<file path="config.mk">
export PLATFORM = sky130hd
export DESIGN_NAME = calc_top
export DESIGN_NICKNAME = d
export VERILOG_FILES = /design/src/rtl/calc_pkg.sv /design/src/rtl/calc_mul_seq.sv /design/src/rtl/calc_top.sv
export SDC_FILE = /design/constraint.sdc
export NUM_CORES = 1
export LEC_CHECK = 0
export BUFFER_PORTS_ARGS = -buffer_cell sky130_fd_sc_hd__buf_2
export CAP_MARGIN = 20
export CORE_ASPECT_RATIO = 0.5
export CORE_UTILIZATION = 60
export CTS_CLUSTER_SIZE = 10
export DETAILED_ROUTE_END_ITERATION = 8
export PLACE_DENSITY_LB_ADDON = 0.1
export SETUP_SLACK_MARGIN = 0.2
export SYNTH_ARGS = -nofsm -noshare
export SYNTH_HDL_FRONTEND = slang
export SYNTH_HIERARCHICAL = 1
export SYNTH_SLANG_ARGS = --single-unit
export TNS_END_PERCENT = 50
</file>
<file path="constraint.sdc">
create_clock -name Clk -period 3.15 [get_ports Clk]
set_input_delay 0.4725 -clock Clk [delete_from_list [all_inputs] [get_ports Clk]]
set_output_delay 0.4725 -clock Clk [all_outputs]
set_load 0.02 [all_outputs]
</file>
<file path="src/rtl/calc_pkg.sv">
// Shared types and default sizing for the 5-bit sequential calculator.
package calc_pkg;

    localparam int CALC_WIDTH       = 5;
    localparam int CALC_INIT_CYCLES = 4;

    typedef enum logic [1:0] {
        OP_ROT = 2'b00,
        OP_ADD = 2'b01,
        OP_SUB = 2'b10,
        OP_MUL = 2'b11
    } op_e;

    typedef enum logic [1:0] {
        INIT,
        IDLE,
        EXEC,
        DONE
    } state_e;

endpackage

</file>
<file path="src/rtl/calc_mul_seq.sv">
// Iterative shift-add multiplier: one multiplier bit per cycle, WIDTH cycles,
// product truncated to WIDTH bits.
module calc_mul_seq
    import calc_pkg::*;
#(
    parameter int WIDTH = CALC_WIDTH
) (
    input  logic             i_clk,
    input  logic             i_rst_n,
    input  logic             i_start,
    input  logic [WIDTH-1:0] i_a,
    input  logic [WIDTH-1:0] i_b,
    output logic             o_done,
    output logic [WIDTH-1:0] o_product
);

    localparam int              CW   = $clog2(WIDTH + 1);
    localparam logic [CW-1:0]   LAST = CW'(WIDTH - 1);

    logic             r_busy;
    logic [CW-1:0]    r_cnt;
    logic [WIDTH-1:0] r_acc;
    logic [WIDTH-1:0] r_mcand;
    logic [WIDTH-1:0] r_mplier;
    logic [WIDTH-1:0] w_acc_nxt;
    logic             w_last;

    assign w_acc_nxt = r_acc + (r_mplier[0] ? r_mcand : '0);
    assign w_last    = r_busy && (r_cnt == LAST);

    // Done and product are presented on the final iteration so the caller
    // can register the result on the same edge the last bit is consumed.
    assign o_done    = w_last;
    assign o_product = w_acc_nxt;

    always_ff @(posedge i_clk or negedge i_rst_n) begin
        if (!i_rst_n) begin
            r_busy   <= 1'b0;
            r_cnt    <= '0;
            r_acc    <= '0;
            r_mcand  <= '0;
            r_mplier <= '0;
        end else if (i_start) begin
            r_busy   <= 1'b1;
            r_cnt    <= '0;
            r_acc    <= '0;
            r_mcand  <= i_a;
            r_mplier <= i_b;
        end else if (r_busy) begin
            r_acc    <= w_acc_nxt;
            r_mcand  <= r_mcand << 1;
            r_mplier <= r_mplier >> 1;
            r_cnt    <= r_cnt + 1'b1;
            if (w_last)
                r_busy <= 1'b0;
        end
    end

endmodule

</file>
<file path="src/rtl/calc_top.sv">
// Four-function sequential calculator: rotate/add/sub in one cycle,
// multiply via the iterative shift-add unit; post-reset init phase.
module calc_top
    import calc_pkg::*;
#(
    parameter int WIDTH       = CALC_WIDTH,
    parameter int INIT_CYCLES = CALC_INIT_CYCLES
) (
    input  logic             Clk,
    input  logic             Rst,
    input  logic [WIDTH-1:0] A,
    input  logic [WIDTH-1:0] B,
    input  logic [1:0]       OpCode,
    input  logic             OpCodeValid,
    output logic [WIDTH-1:0] Z,
    output logic             DataReady,
    output logic             Initializing
);

    localparam int               ICW       = $clog2(INIT_CYCLES + 1);
    localparam logic [ICW-1:0]   INIT_LAST = ICW'(INIT_CYCLES - 1);
    localparam logic [WIDTH-1:0] W_L       = WIDTH'(WIDTH);

    state_e             r_state;
    logic [ICW-1:0]     r_init_cnt;
    logic               r_vld_d;
    logic [WIDTH-1:0]   r_a;
    logic [WIDTH-1:0]   r_b;
    op_e                r_op;

    logic               w_req;
    logic [WIDTH-1:0]   w_sh;
    logic [2*WIDTH-1:0] w_rot2;
    logic [WIDTH-1:0]   w_alu;
    logic               w_mul_start;
    logic               w_mul_done;
    logic [WIDTH-1:0]   w_mul_p;

    assign w_req       = OpCodeValid && !r_vld_d;
    assign w_mul_start = (r_state == IDLE) && w_req && (OpCode == OP_MUL);
    assign w_sh        = r_b % W_L;

    // Rotate via a doubled word: the upper half after the shift is the rotation.
    always_comb begin
        w_alu  = '0;
        w_rot2 = {r_a, r_a} << w_sh;
        case (r_op)
            OP_ROT:  w_alu = w_rot2[2*WIDTH-1:WIDTH];
            OP_ADD:  w_alu = r_a + r_b;
            OP_SUB:  w_alu = r_a - r_b;
            default: w_alu = '0;
        endcase
    end

    calc_mul_seq #(
        .WIDTH(WIDTH)
    ) u_mul (
        .i_clk     (Clk),
        .i_rst_n   (Rst),
        .i_start   (w_mul_start),
        .i_a       (A),
        .i_b       (B),
        .o_done    (w_mul_done),
        .o_product (w_mul_p)
    );

    always_ff @(posedge Clk or negedge Rst) begin
        if (!Rst) begin
            r_state      <= INIT;
            r_init_cnt   <= '0;
            r_vld_d      <= 1'b0;
            r_a          <= '0;
            r_b          <= '0;
            r_op         <= OP_ROT;
            Z            <= '0;
            DataReady    <= 1'b0;
            Initializing <= 1'b1;
        end else begin
            r_vld_d   <= OpCodeValid;
            DataReady <= 1'b0;
            case (r_state)
                INIT: begin
                    if (r_init_cnt == INIT_LAST) begin
                        r_state      <= IDLE;
                        Initializing <= 1'b0;
                    end else begin
                        r_init_cnt <= r_init_cnt + 1'b1;
                    end
                end
                IDLE: begin
                    if (w_req) begin
                        r_a     <= A;
                        r_b     <= B;
                        r_op    <= op_e'(OpCode);
                        r_state <= EXEC;
                    end
                end
                EXEC: begin
                    if (r_op != OP_MUL) begin
                        Z         <= w_alu;
                        DataReady <= 1'b1;
                        r_state   <= DONE;
                    end else if (w_mul_done) begin
                        Z         <= w_mul_p;
                        DataReady <= 1'b1;
                        r_state   <= DONE;
                    end
                end
                DONE:    r_state <= IDLE;
                default: r_state <= INIT;
            endcase
        end
    end

endmodule

</file>
# Word-level counts from Yosys, hierarchy flattened
# Cells that the tools add are included.
[totals]
regBits = 44
input_bits = 15
out_inout_bits = 7
word_cells = 71
[classes]
n_addsub = 5
div_mod_pow = 1
eq_ne = 12
n_shift = 1
n_mux = 23
bitwise_logic = 1
n_reduce_logical = 14
[ops]
columns = ["cell", "count"]
rows = [
  ["2-to-1 mux 5 bit", 9],
  ["case mux 5 bit (3 select lines)", 1],
  ["adder 5 bit", 2],
  ["<< shifter 10 x 5 -> 10 bit", 1],
  ["== test 2 bit, second input constant", 4],
  ["2-to-1 mux 2 bit", 4],
  ["case mux 2 bit (4 select lines)", 1],
  ["AND reduction 2 bit", 4],
  ["adder 3 x 1 -> 3 bit, second input constant", 2],
  ["2-to-1 mux 1 bit", 6],
  ["2-to-1 mux 3 bit", 2],
  ["!= test 2 bit, second input constant", 3],
  ["modulo 5 x 3 -> 5 bit, second input constant", 1],
  ["subtractor 5 bit", 1],
  ["== test 2 x 1 -> 1 bit, second input constant", 2],
  ["logical AND 1 bit", 4],
  ["logical NOT 2 bit", 2],
  ["nonzero test 2 bit", 2],
  ["== test 3 x 2 -> 1 bit, second input constant", 1],
  ["== test 3 bit, second input constant", 1],
  ["!= test 3 x 2 -> 1 bit, second input constant", 1],
  ["AND reduction 3 bit", 1],
  ["logical NOT 1 bit", 1],
  ["NOT 1 bit", 1],
]

# Depth between registers and ports, before layout
# Gate-level depths: netlist of the first run.
[depth]
depth_word = 5
depth_mapped = 11
depth_no_buf = 10

# Hierarchy
# Netlist of the first run, hierarchy kept.
[modules_own_cells]
columns = ["module", "instances", "cells_per_inst", "area_each_um2", "seq_area_each_um2"]
rows = [
  ["calc_top", 1, 222, 2052.0, 626.9],
  ["calc_mul_seq", 1, 103, 1026.0, 475.5],
]

# Worst setup path before layout of the first run
# OpenSTA, ideal clock, no wires.
[synth_path]
path_type = "flip-flop to flip-flop"
startpoint = "register r_b[0]"
endpoint = "register Z[4]"
setup_time_ns = 0.078
arrival_ns = 2.324
required_time_ns = 3.072
setup_slack_ns = 0.748
stages_incl_launch_ff = 12
n_path_buf = 1
period_less_slack_ns = 2.402
path_cell_list = "dfrtp_1 -> buf_2 -> inv_1 -> ha_1 -> mux2_2 -> fa_1 -> inv_1 -> a21o_1 -> a21oi_1 -> xnor2_1 -> o31a_1 -> o2bb2ai_1"
[synth_via]
elab_chain_len = 4
word_cells_on_any_way = 6
classes_between = "2 x add/sub; 1 x div; 1 x shift; 2 x mux"
[synth_rtl]
columns = ["item", "line", "rtl"]
rows = [
  ["start: declaration", "calc_top.sv:28", "logic [WIDTH-1:0] r_b;"],
  ["start signal: assignment", "calc_top.sv:73", "r_b <= '0;"],
  ["start signal: assignment", "calc_top.sv:93", "r_b <= B;"],
  ["modulo 5 x 3 -> 5 bit", "calc_top.sv:41", "assign w_sh = r_b % W_L;"],
  ["<< shifter 10 x 5 -> 10 bit", "calc_top.sv:46", "w_rot2 = {r_a, r_a} << w_sh;"],
  ["case mux 5 bit (3 select lines) *", "calc_top.sv:47", "case (r_op)"],
  ["2-to-1 mux 5 bit *", "calc_top.sv:99", "if (r_op != OP_MUL) begin"],
  ["end signal: assignment", "calc_top.sv:100", "Z <= w_alu;"],
  ["end signal: assignment", "calc_top.sv:104", "Z <= w_mul_p;"],
  ["end: declaration", "calc_top.sv:15", "output logic [WIDTH-1:0] Z,"],
]
# Mark *: on every way between the ends. The rest lies on a longest branch, timed or not.
# A chain may end at the register's enable or synchronous reset.

# Worst setup path in the final report of the first run
# Ends and elaborated chain as after synthesis.

==> results of run 1 <==
==> stage by stage <==
stage | setup slack [ns] | std cells | cell area [µm²] | total power [mW] | util, %
3_3_place_gp | 0.530 | 403 | 3230 | 3.43 | 69.3
4_1_cts | 0.474 | 411 | 3350 | 4.04 | 71.9
5_1_grt | 0.230 | 416 | 3400 | 4.48 | 73.1
6_report | 0.468 | 416 | 3400 | 4.15 | 73.1
3_5_place_dp | 0.464 | 403 | 3230 | 3.56 | 69.3
2_1_floorplan | 0.748 | 325 | 3080 | 3.01 | -
==> state kept, by name, indices dropped and copies added, names as in the netlist, 3 cells and up <==
name,count
r_b,5
Z,5
u_mul/r_acc,5
u_mul/r_mcand,5
r_a,5
u_mul/r_mplier,5
u_mul/r_cnt,3
r_init_cnt,3
==> worst paths after layout <==
path	end	depth (start not counted)	start	slack, ns
min in group asynchronous	u_mul/r_cnt[0]$_DFFE_PN0P_	2	Rst	0.52
worst min register to register	r_init_cnt[0]$_DFFE_PN0P_	1	r_init_cnt[0]$_DFFE_PN0P_	0.48
worst min-delay path	r_vld_d$_DFF_PN0_	1	OpCodeValid	0.30
worst max register to register	Z[4]$_DFFE_PN0P_	10	r_b[0]$_DFFE_PN0P_	0.47
max in group asynchronous	Initializing$_DFFE_PN1P_	3	Rst	2.14
worst max-delay path	Z[4]$_DFFE_PN0P_	10	r_b[0]$_DFFE_PN0P_	0.47
==> cell families (layout without fill, tap and decap cells) <==
| logic type | count (synthesis) | after routing |
|---|---|---|
| buf+inv | 38 | 63 |
| simple gates | 95 | 95 |
| flops | 44 | 44 |
| fa+ha+maj | 23 | 23 |
| compound gates | 76 | 76 |
| xor+xnor | 16 | 16 |
| mux | 33 | 33 |
==> timing repair <==
item / 4_1_cts / 5_1_grt
resized for setup: 0 / 0
endpoints found under the setup margin: 0 / 1
hold buffers: 0 / 1
buffers inserted: 0 / 3
endpoints found under the hold margin: 0 / 4
==> power groups by stage <==
stage	clock (mW)	sequential (mW)	combinational [mW]
global placement	0	1.13	2.30
CTS	0.472	1.14	2.42
detailed placement	0	1.15	2.41
floorplan	0	1.04	1.97
finish	0.463	1.15	2.54
global route	0.490	1.19	2.80
==> area by class of cell <==
class,instances,area [µm²],area share (%)
Multi-Input combinational cell,243,1810,53.1
Sequential cell,44,1100,32.4
Timing Repair Buffer,32,203,5.96
Inverter,23,86.3,2.54
Clock buffer,6,82.6,2.43
Tap cell,66,82.6,2.43
Clock inverter,2,38.8,1.14
==> worst reg2reg max path, cell delays in order, from the launching register on <==
cell and delay, ns:
dfrtp_1 0.66, inv_1 0.13, ha_1 0.31, mux2_2 0.29
fa_1 0.45, inv_1 0.07, a21o_1 0.10, a21oi_1 0.07
xnor2_1 0.13, o31a_1 0.26, o2bb2ai_1 0.12
==> per-layer routing <==
layer / track usage [%] / part of all wire, % / vias up
met2: 44.6 / 44 / 71
met4: 8.22 / 0.92 / 0
met1: 39.7 / 49 / 1196
met3: 5.73 / 5.9 / 7
met5: 0 / 0 / -
li1: - / - / 1188
==> cell usage after synthesis (all sizes together), types with 2 or more instances <==
cell,n
nand2b,11
and3b,2
o21a,3
a21boi,2
mux2,14
inv,23
or2,3
a21oi,17
a221o,2
o211ai,4
o21ai,20
o211a,3
ha,21
mux2i,19
nor2,21
o31ai,3
nand2,31
nor3b,3
nor3,3
dfrtp,43
nand3,4
a31oi,2
o311ai,2
clkbuf,5
a211oi,2
and2,4
a211o,3
xor2,6
fa,2
xnor2,10
nor4,3
a21o,4
buf,10
nor2b,2
==> results.toml, run 1 <==
[outcome]
outcome = "complete, no violations"

[grt]
grt_pass1_vias = 2289
grt_use_total_pct = 28.3
grt_max_degree = 45
antenna_found_initial = 0
grt-ovfl-total = 0
grt_pass1_wl_um = 11200

[synthesis]
synth_compound_area_share_pct = 17.2
synth-xor-area-share_pct = 4.55
synthMuxAreaShare_pct = 11.3
synth_top_cell_by_area = "dfrtp_1"
ys.flop_type = "dfrtp_1"
ys_warn_count = 6
syn_nets = 363
syn_area_mm2 = 0.00308
ys_seq_elements = 44
syn_avg_cell_area_um2 = 9.47
postSynthCellCount = 325
ys_seq_area_share_pct = 35.8
synth_top_area_share_pct = 35.0
synth_top_family_by_area = "compound AO/OA/AOI/OAI gates"
ys_types = 59
yosys.area_share.simple_pct = 15.8
synth-adder-area-share_pct = 9.84
async_reset_ff_share_pct = 100
synthTopCellsByArea = "dfrtp_1 35%, ha_1 8.5%, mux2i_1 6.2%"
synth_edf_count = 0

[clocking]
clk-insertion-delay-late_ns = 0.30
cts_buffer_depth = 2
htree_levels = 2
cts_tree = "yes"
numCtsBuffers = 5
clockRootBuffer = "clkbuf_8"
clock-sinks = 44
clk_pin_slew_ns = 0.09

[routing]
route.detailed.drc = 0
first_iter_violations = 155
num_vias = 2462
drt-vias-per-instance = 5.92
first_pass_iters = 5
routedWlPerCell_um = 16.5
wl_um = 6880
postRouteAntennaNets = 0

[worst_setup_path]
cp_slowest_cell = "dfrtp_1"
crit_type = "register to register"
endpoint_kind = "register"
cp_data_arrival_time_ns = 2.91
cp_slowest_stage_delay_ns = 0.66
cp_max_fo = 17
cp_num_buf_inv = 2
path_common_cell = "inv_1"
critPathTopFamily = "adder cells"
required_ns = 3.38
worst_setup_path_start_kind = "register"
crit_chain = "inv_1 -> ha_1 -> mux2_2 -> fa_1 -> inv_1 -> a21o_1 -> a21oi_1 -> xnor2_1 -> o31a_1 -> o2bb2ai_1"

[final_layout]
antenna_cells = 0
num-nets-final = 387
layout.cells.most_common_list = "43 x dfrtp_1, 31 x nand2_1, 22 x inv_1"
nFillCells = 331
final_common_cell = "dfrtp_1"
layout-drive-gt1-share_pct = 18.0
syn_to_final_growth_pct = 10.6

[timing]
rsz0062_at_grt = "no"
holdWs_ns = 0.300
fin_crit_sh_pct = 85.1
slew_violations = 0
hold_viol = 0
relSlewSlack_pct = 61.9
max_freq_mhz = 373
period_needed_ns = 2.68
worstMarginPinSlew_ns = 0.569
setup_viol = 0
final.setup.tns_ns = 0
skew_ns = 0.00543

[power]
combPwrFrac_pct = 61.1
p_switching_mw = 1.90
powerDensity_mw_per_mm2 = 1220
peakVddDrop_mv = 0.461
seqPwrFrac_pct = 27.7
p_int_mw = 2.25
clkPwrFrac_pct = 11.2
switching_share_pct = 45.9
p_leak_nw = 1.59

[die]
die_w_um = 103
fp-row-count = 17
start_util_pct = 66.1
die_area_mm2 = 0.00544
die_h_um = 52.6
core_region_area_mm2 = 0.00466
ioPinCount = 22

[place]
port_buffers = 21
dp_hpwl_um = 5160
gp_congestion = 0.944

[hold_path]
hp-class = "input port to register"

[run]
drv_cap = 0
Power figures use the tool's default switching activity.
==> inputs of run 2 (changes only) <==
--- a/config.mk
+++ b/config.mk
@@ -8,11 +8,12 @@
 export BUFFER_PORTS_ARGS = -buffer_cell sky130_fd_sc_hd__buf_2
 export CAP_MARGIN = 20
 export CORE_ASPECT_RATIO = 0.5
-export CORE_UTILIZATION = 60
+export CORE_UTILIZATION = 55
 export CTS_CLUSTER_SIZE = 10
 export DETAILED_ROUTE_END_ITERATION = 8
 export PLACE_DENSITY_LB_ADDON = 0.1
 export SETUP_SLACK_MARGIN = 0.2
+export SKIP_LAST_GASP = 1
 export SYNTH_ARGS = -nofsm -noshare
 export SYNTH_HDL_FRONTEND = slang
 export SYNTH_HIERARCHICAL = 1
==> constraint.sdc (replaced) <==
create_clock -name Clk -period 2.4 [get_ports Clk]
set_input_delay 0.36 -clock Clk [delete_from_list [all_inputs] [get_ports Clk]]
set_output_delay 0.36 -clock Clk [all_outputs]
set_load 0.02 [all_outputs]
==> run 2 against run 1 <==
  * Maximum frequency grew 17%
  * Clock power is essentially flat
  * First-iteration DRC count grew 30%
  * Register-to-register slack lost 0.35 ns
  * Clock skew shrank 0.00055 ns
  * Cell count grew 6.5%
  * Final area grew 7.2%
  * Global-route usage shrank 1.3 points
  * Combinational power grew 55%
  * Sequential share of layout area shrank 2.0 points
  * Routed wire length grew 5.4%
  * Via count grew 4.3%
  * Largest cell class unchanged
  * Largest power group unchanged
==> results.toml, run 2 (synthesized netlist as in run 1, its figures left out) <==
[final_layout]
layout-drive-gt1-share_pct = 29.0
layout.cells.most_common_list = "39 x dfrtp_1, 33 x buf_4, 31 x nand2_1"
antenna_cells = 0
fin_cells = 443
syn_to_final_growth_pct = 18.5
nFillCells = 399
num-nets-final = 410
final_common_cell = "dfrtp_1"

[routing]
wl_um = 7260
routedWlPerCell_um = 16.4
drt-vias-per-instance = 5.80
wl_met1_um = 3590
postRouteAntennaNets = 0
route.met3.wl_um = 368
first_iter_violations = 201
highest_layer = "met4"
num_vias = 2569
route.detailed.drc = 0
first_pass_iters = 5
route.met2.wl_um = 3260

[worst_setup_path]
r2r_start = "u_mul/r_mplier[0]$_DFFE_PN0P_"
timing.rr.end = "Z[2]$_DFFE_PN0P_"
worst_setup_path_start_kind = "register"
cp_slowest_stage_delay_ns = 0.41
rrSetupSlack_ns = 0.12
required_ns = 2.60
cp_slowest_cell = "dfrtp_1"
cp_max_fo = 3
crit_type = "register to register"
r2r_cells = 8
crit_chain = "and2_1 -> ha_2 -> fa_2 -> buf_4 -> xor2_1 -> o21ai_0 -> or2_2 -> o31ai_1"
cp_data_arrival_time_ns = 2.49
endpoint_kind = "register"

[place]
dp_hpwl_um = 5320
dp.cells = 421
gp_congestion = 0.867
port_buffers = 21

[grt]
grt_max_degree = 32
grt_pass1_wl_um = 11800
grt-ovfl-total = 0
grt_pass1_vias = 2424
grt_use_total_pct = 27.0
antenna_found_initial = 0

[die]
core_region_area_mm2 = 0.00516
ioPinCount = 22
fp-row-count = 18
start_util_pct = 59.7
die_area_mm2 = 0.00592
die_w_um = 108
die_h_um = 54.9

[clocking]
clockRootBuffer = "clkbuf_8"
numCtsBuffers = 5
htree_levels = 2
cts_buffer_depth = 2
clk_pin_slew_ns = 0.09
clock-sinks = 44
clk-insertion-delay-late_ns = 0.30
cts_tree = "yes"

[hold_path]
hp-class = "input port to register"
min_from = "OpCodeValid"
holdPathStages = 1
hold-path-endpoint = "r_vld_d$_DFF_PN0_"

[timing]
fin_crit_sh_pct = 95.1
rsz0062_at_grt = "yes"
slew_violations = 0
period_needed_ns = 2.28
relSlewSlack_pct = 58.2
hold_viol = 0
max_freq_mhz = 438
setup_viol = 0
worstMarginPinSlew_ns = 0.627
skew_ns = 0.00487
final.setup.tns_ns = 0

[outcome]
outcome = "complete, no violations"

[power]
p_leak_nw = 1.68
peakVddDrop_mv = 0.891
power_mw = 5.84
powerDensity_mw_per_mm2 = 1600

[run]
drv_cap = 0
[run 2: changes by cell type in the layout (fill, tap and decap cells not counted), sizes merged]
cell      previous run  this run
buf                 31        54
clkinvlp             0         1
bufinv               1         0
[run 2: layout make-up]
cell class | count | area, µm² | area share (%)
tap | 70 | 87.6 | 2.40
clock buffer | 6 | 72.6 | 1.99
multi-input combinational | 243 | 1910 | 52.5
timing repair buffer | 55 | 363 | 9.95
inverter | 23 | 91.3 | 2.50
clock inverter | 2 | 12.5 | 0.343
sequential | 44 | 1110 | 30.3
[run 2: worst max path at each step]
stage | start | to | cells after the start
global placement | u_mul/r_mplier[0]$_DFFE_PN0P_ | Z[4]$_DFFE_PN0P_ | 10
detailed placement | r_b[1]$_DFFE_PN0P_ | Z[4]$_DFFE_PN0P_ | 10
finish | u_mul/r_mplier[0]$_DFFE_PN0P_ | Z[2]$_DFFE_PN0P_ | 8
floorplan | r_b[0]$_DFFE_PN0P_ | Z[4]$_DFFE_PN0P_ | 11
global route | u_mul/r_mplier[0]$_DFFE_PN0P_ | Z[2]$_DFFE_PN0P_ | 8
CTS | r_b[0]$_DFFE_PN0P_ | Z[0]$_DFFE_PN0P_ | 9
[run 2: metrics by stage]
| stage | setup WS [ns] | cell area, µm² | utilization [%] | hold slack, ns |
|---|---|---|---|---|
| finish | 0.117 | 3650 | 70.7 | 0.198 |
| detailed placement | 0.0264 | 3370 | 65.4 | 0.307 |
| global placement | 0.0824 | 3370 | 65.4 | 0.299 |
| floorplan | 0.178 | 3120 | - | 0.0644 |
| CTS | 0.160 | 3600 | 69.7 | 0.189 |
| global route | 0.0420 | 3650 | 70.7 | 0.191 |
[run 2: worst max-delay path: cells and delay by family (launching register included)]
kind / cells / cell delay (ns)
AO/OA/AOI/OAI: 2 / 0.36
XOR/XNOR: 1 / 0.21
adder cells (fa/ha/maj): 2 / 0.58
buffers and inverters: 1 / 0.15
flip-flops: 1 / 0.41
AND/OR/NAND/NOR: 2 / 0.48
[run 2: routing by layer]
| metal | GRT usage, % | vias up |
|---|---|---|
| met5 | 0 | - |
| met1 | 38.7 | 1245 |
| met2 | 44.0 | 80 |
| li1 | - | 1238 |
| met3 | 4.68 | 6 |
| met4 | 4.79 | 0 |
[run 2: repair_timing]
action	4_1_cts	5_1_grt
pin swaps	7	5
gates resized for setup	13	6
setup endpoints to repair	5	5
setup buffers	11	2
hold buffers	1	0
gates cloned	0	0
hold endpoints to repair	15	0
[run 2: power breakdown]
| group | switching [mW] | internal, mW |
|---|---|---|
| Sequential | 0.344 | 1.09 |
| Combinational | 2.06 | 1.88 |
| Clock | 0.259 | 0.204 |
| Total | 2.67 | 3.17 |
==> inputs of run 3 (changes only) <==
--- a/config.mk
+++ b/config.mk
@@ -8,7 +8,7 @@
 export BUFFER_PORTS_ARGS = -buffer_cell sky130_fd_sc_hd__buf_2
 export CAP_MARGIN = 20
 export CORE_ASPECT_RATIO = 0.5
-export CORE_UTILIZATION = 55
+export CORE_UTILIZATION = 60
 export CTS_CLUSTER_SIZE = 10
 export DETAILED_ROUTE_END_ITERATION = 8
 export PLACE_DENSITY_LB_ADDON = 0.1
==> constraint.sdc (replaced) <==
create_clock -name Clk -period 2.5 [get_ports Clk]
set_input_delay 0.375 -clock Clk [delete_from_list [all_inputs] [get_ports Clk]]
set_output_delay 0.375 -clock Clk [all_outputs]
set_load 0.02 [all_outputs]
==> run 3 against run 2 <==
  * Sequential power shrank 3%
  * Setup slack improved by 0.071 ns
  * Clock skew barely moved
  * First-iteration DRC count shrank 25%
  * Via count down 1.8%
  * Largest cell class unchanged
==> results.toml, run 3 (synthesized netlist as in run 1, its figures left out) <==
[worst_setup_path]
cp_max_fo = 9
cp.depth = 7
required_ns = 2.69
cp_slowest_stage_delay_ns = 0.49
cp_data_arrival_time_ns = 2.50
crit_chain = "buf_4 -> nor2b_1 -> nand4b_1 -> and3b_1 -> or2_2 -> o211a_1 -> a211o_1"
critPathTopFamily = "simple AND/OR/NAND/NOR gates"
crit_type = "register to register"
cp_num_buf_inv = 1
r2r_cells = 7
cp_slowest_cell = "dfrtp_2"
worst_setup_path_start_kind = "register"
endpoint_kind = "register"

[power]
p_int_mw = 3.14
p_switching_mw = 2.61
combPwrFrac_pct = 65.8
powerDensity_mw_per_mm2 = 1580
seqPwrFrac_pct = 24.2
clkPwrFrac_pct = 10.1
switching_share_pct = 45.4
peakVddDrop_mv = 0.722
p_leak_nw = 1.67

[timing]
skew_ns = 0.00447
relSlewSlack_pct = 62.9
worstMarginPinSlew_ns = 0.556
max_freq_mhz = 433
final.setup.tns_ns = 0
fin_crit_sh_pct = 92.5
setup_viol = 0
period_needed_ns = 2.31
slew_violations = 0
rsz0062_at_grt = "yes"
hold_viol = 0

[die]
ioPinCount = 22
fp-row-count = 17
start_util_pct = 66.1
die_h_um = 52.6
die_w_um = 103
core_region_area_mm2 = 0.00466
die_area_mm2 = 0.00544

[clocking]
clk-insertion-delay-late_ns = 0.31
cts_tree = "yes"
cts_buffer_depth = 2
clock-sinks = 44
clk_pin_slew_ns = 0.08
clockRootBuffer = "clkbuf_8"
numCtsBuffers = 5
htree_levels = 2

[final_layout]
register_area_mm2 = 0.00111
fin_cells = 432
final_common_cell = "dfrtp_1"
antenna_cells = 0
nFillCells = 322
syn_to_final_growth_pct = 18.1
num-nets-final = 403
layout-drive-gt1-share_pct = 28.1
multi_input_area_mm2 = 0.00192
layout.cells.most_common_list = "39 x dfrtp_1, 29 x nand2_1, 25 x buf_4"

[grt]
grt_pass1_vias = 2387
grt_max_degree = 45
grt-ovfl-total = 0
grt_use_total_pct = 29.5
grt_pass1_wl_um = 11500
antenna_found_initial = 0

[routing]
routedWlPerCell_um = 17.3
drt-vias-per-instance = 5.84
first_iter_violations = 151
route.detailed.drc = 0
first_pass_iters = 5
num_vias = 2522
wl_um = 7490
postRouteAntennaNets = 0

[place]
dp_hpwl_um = 5200
dp.cells = 414
port_buffers = 21
gp_congestion = 0.930

[outcome]
outcome = "complete, no violations"

[run]
drv_cap = 0

[hold_path]
hp-class = "input port to async pin"
==> run 3: cell count changes in the layout (fill, tap and decap cells not counted), moves of 2 or more <==
cell     before  now
buf_6         0    2
a21oi_1      11   15
buf_4        33   25
a21oi_2       6    2
ha_4          4    2
nand2_1      31   29
nand2_2       0    2
==> run 3: path summary, 6_finish.rpt <==
check,slack (ns),start,to
min in group Clk,0.21,OpCodeValid,r_vld_d$_DFF_PN0_
min reg2reg,0.48,Initializing$_DFFE_PN1P_,Initializing$_DFFE_PN1P_
min,0.13,Rst,u_mul/r_mplier[3]$_DFFE_PN0P_
max,0.19,r_b[4]$_DFFE_PN0P_,Z[0]$_DFFE_PN0P_
max in group asynchronous,1.96,Rst,r_b[4]$_DFFE_PN0P_
max reg2reg,0.19,r_b[4]$_DFFE_PN0P_,Z[0]$_DFFE_PN0P_
==> run 3: layer usage <==
metal / GRT usage (%) / part of all wire, % / vias to the layer above
met4: 6.57 / 1.0 / 0
li1: - / - / 1221
met2: 46.6 / 46 / 79
met5: 0 / 0 / -
met1: 40.7 / 47 / 1214
met3: 8.27 / 5.9 / 8
==> run 3: cell type report <==
cell class,count,share of cell area [%]
tap,66,2.27
multi-input combinational,243,52.8
timing repair buffer,48,8.67
clock buffer,6,2.27
inverter,23,2.44
sequential,44,30.5
clock inverter,2,1.07
==> run 3: timing repair <==
item / 4_1_cts / 5_1_grt
endpoints found under the setup margin: 4 / 5
pin swaps: 1 / 8
hold buffers: 0 / 0
gates resized for setup: 10 / 23
buffers inserted: 5 / 5
==> run 3: power by group through the flow <==
| stage | clock [mW] | combinational, mW | sequential, mW |
|---|---|---|---|
| after floorplan | 0 | 2.50 | 1.31 |
| after global placement | 0 | 3.14 | 1.36 |
| after detailed placement | 0 | 3.23 | 1.38 |
| after CTS | 0.588 | 3.37 | 1.37 |
| after global routing | 0.618 | 4.08 | 1.43 |
| final | 0.580 | 3.78 | 1.39 |
==> run 3: stage by stage <==
step	power, mW	hold slack [ns]	worst slack [ns]	cell area (µm²)	util (%)
after floorplan	3.81	0.0794	0.166	3080	-
after global placement	4.50	0.463	0.158	3310	71.1
after detailed placement	4.61	0.471	0.0916	3310	71.1
after CTS	5.33	0.146	0.208	3500	75.0
after global routing	6.13	0.175	0.112	3630	78.0
final	5.75	0.133	0.188	3630	78.0
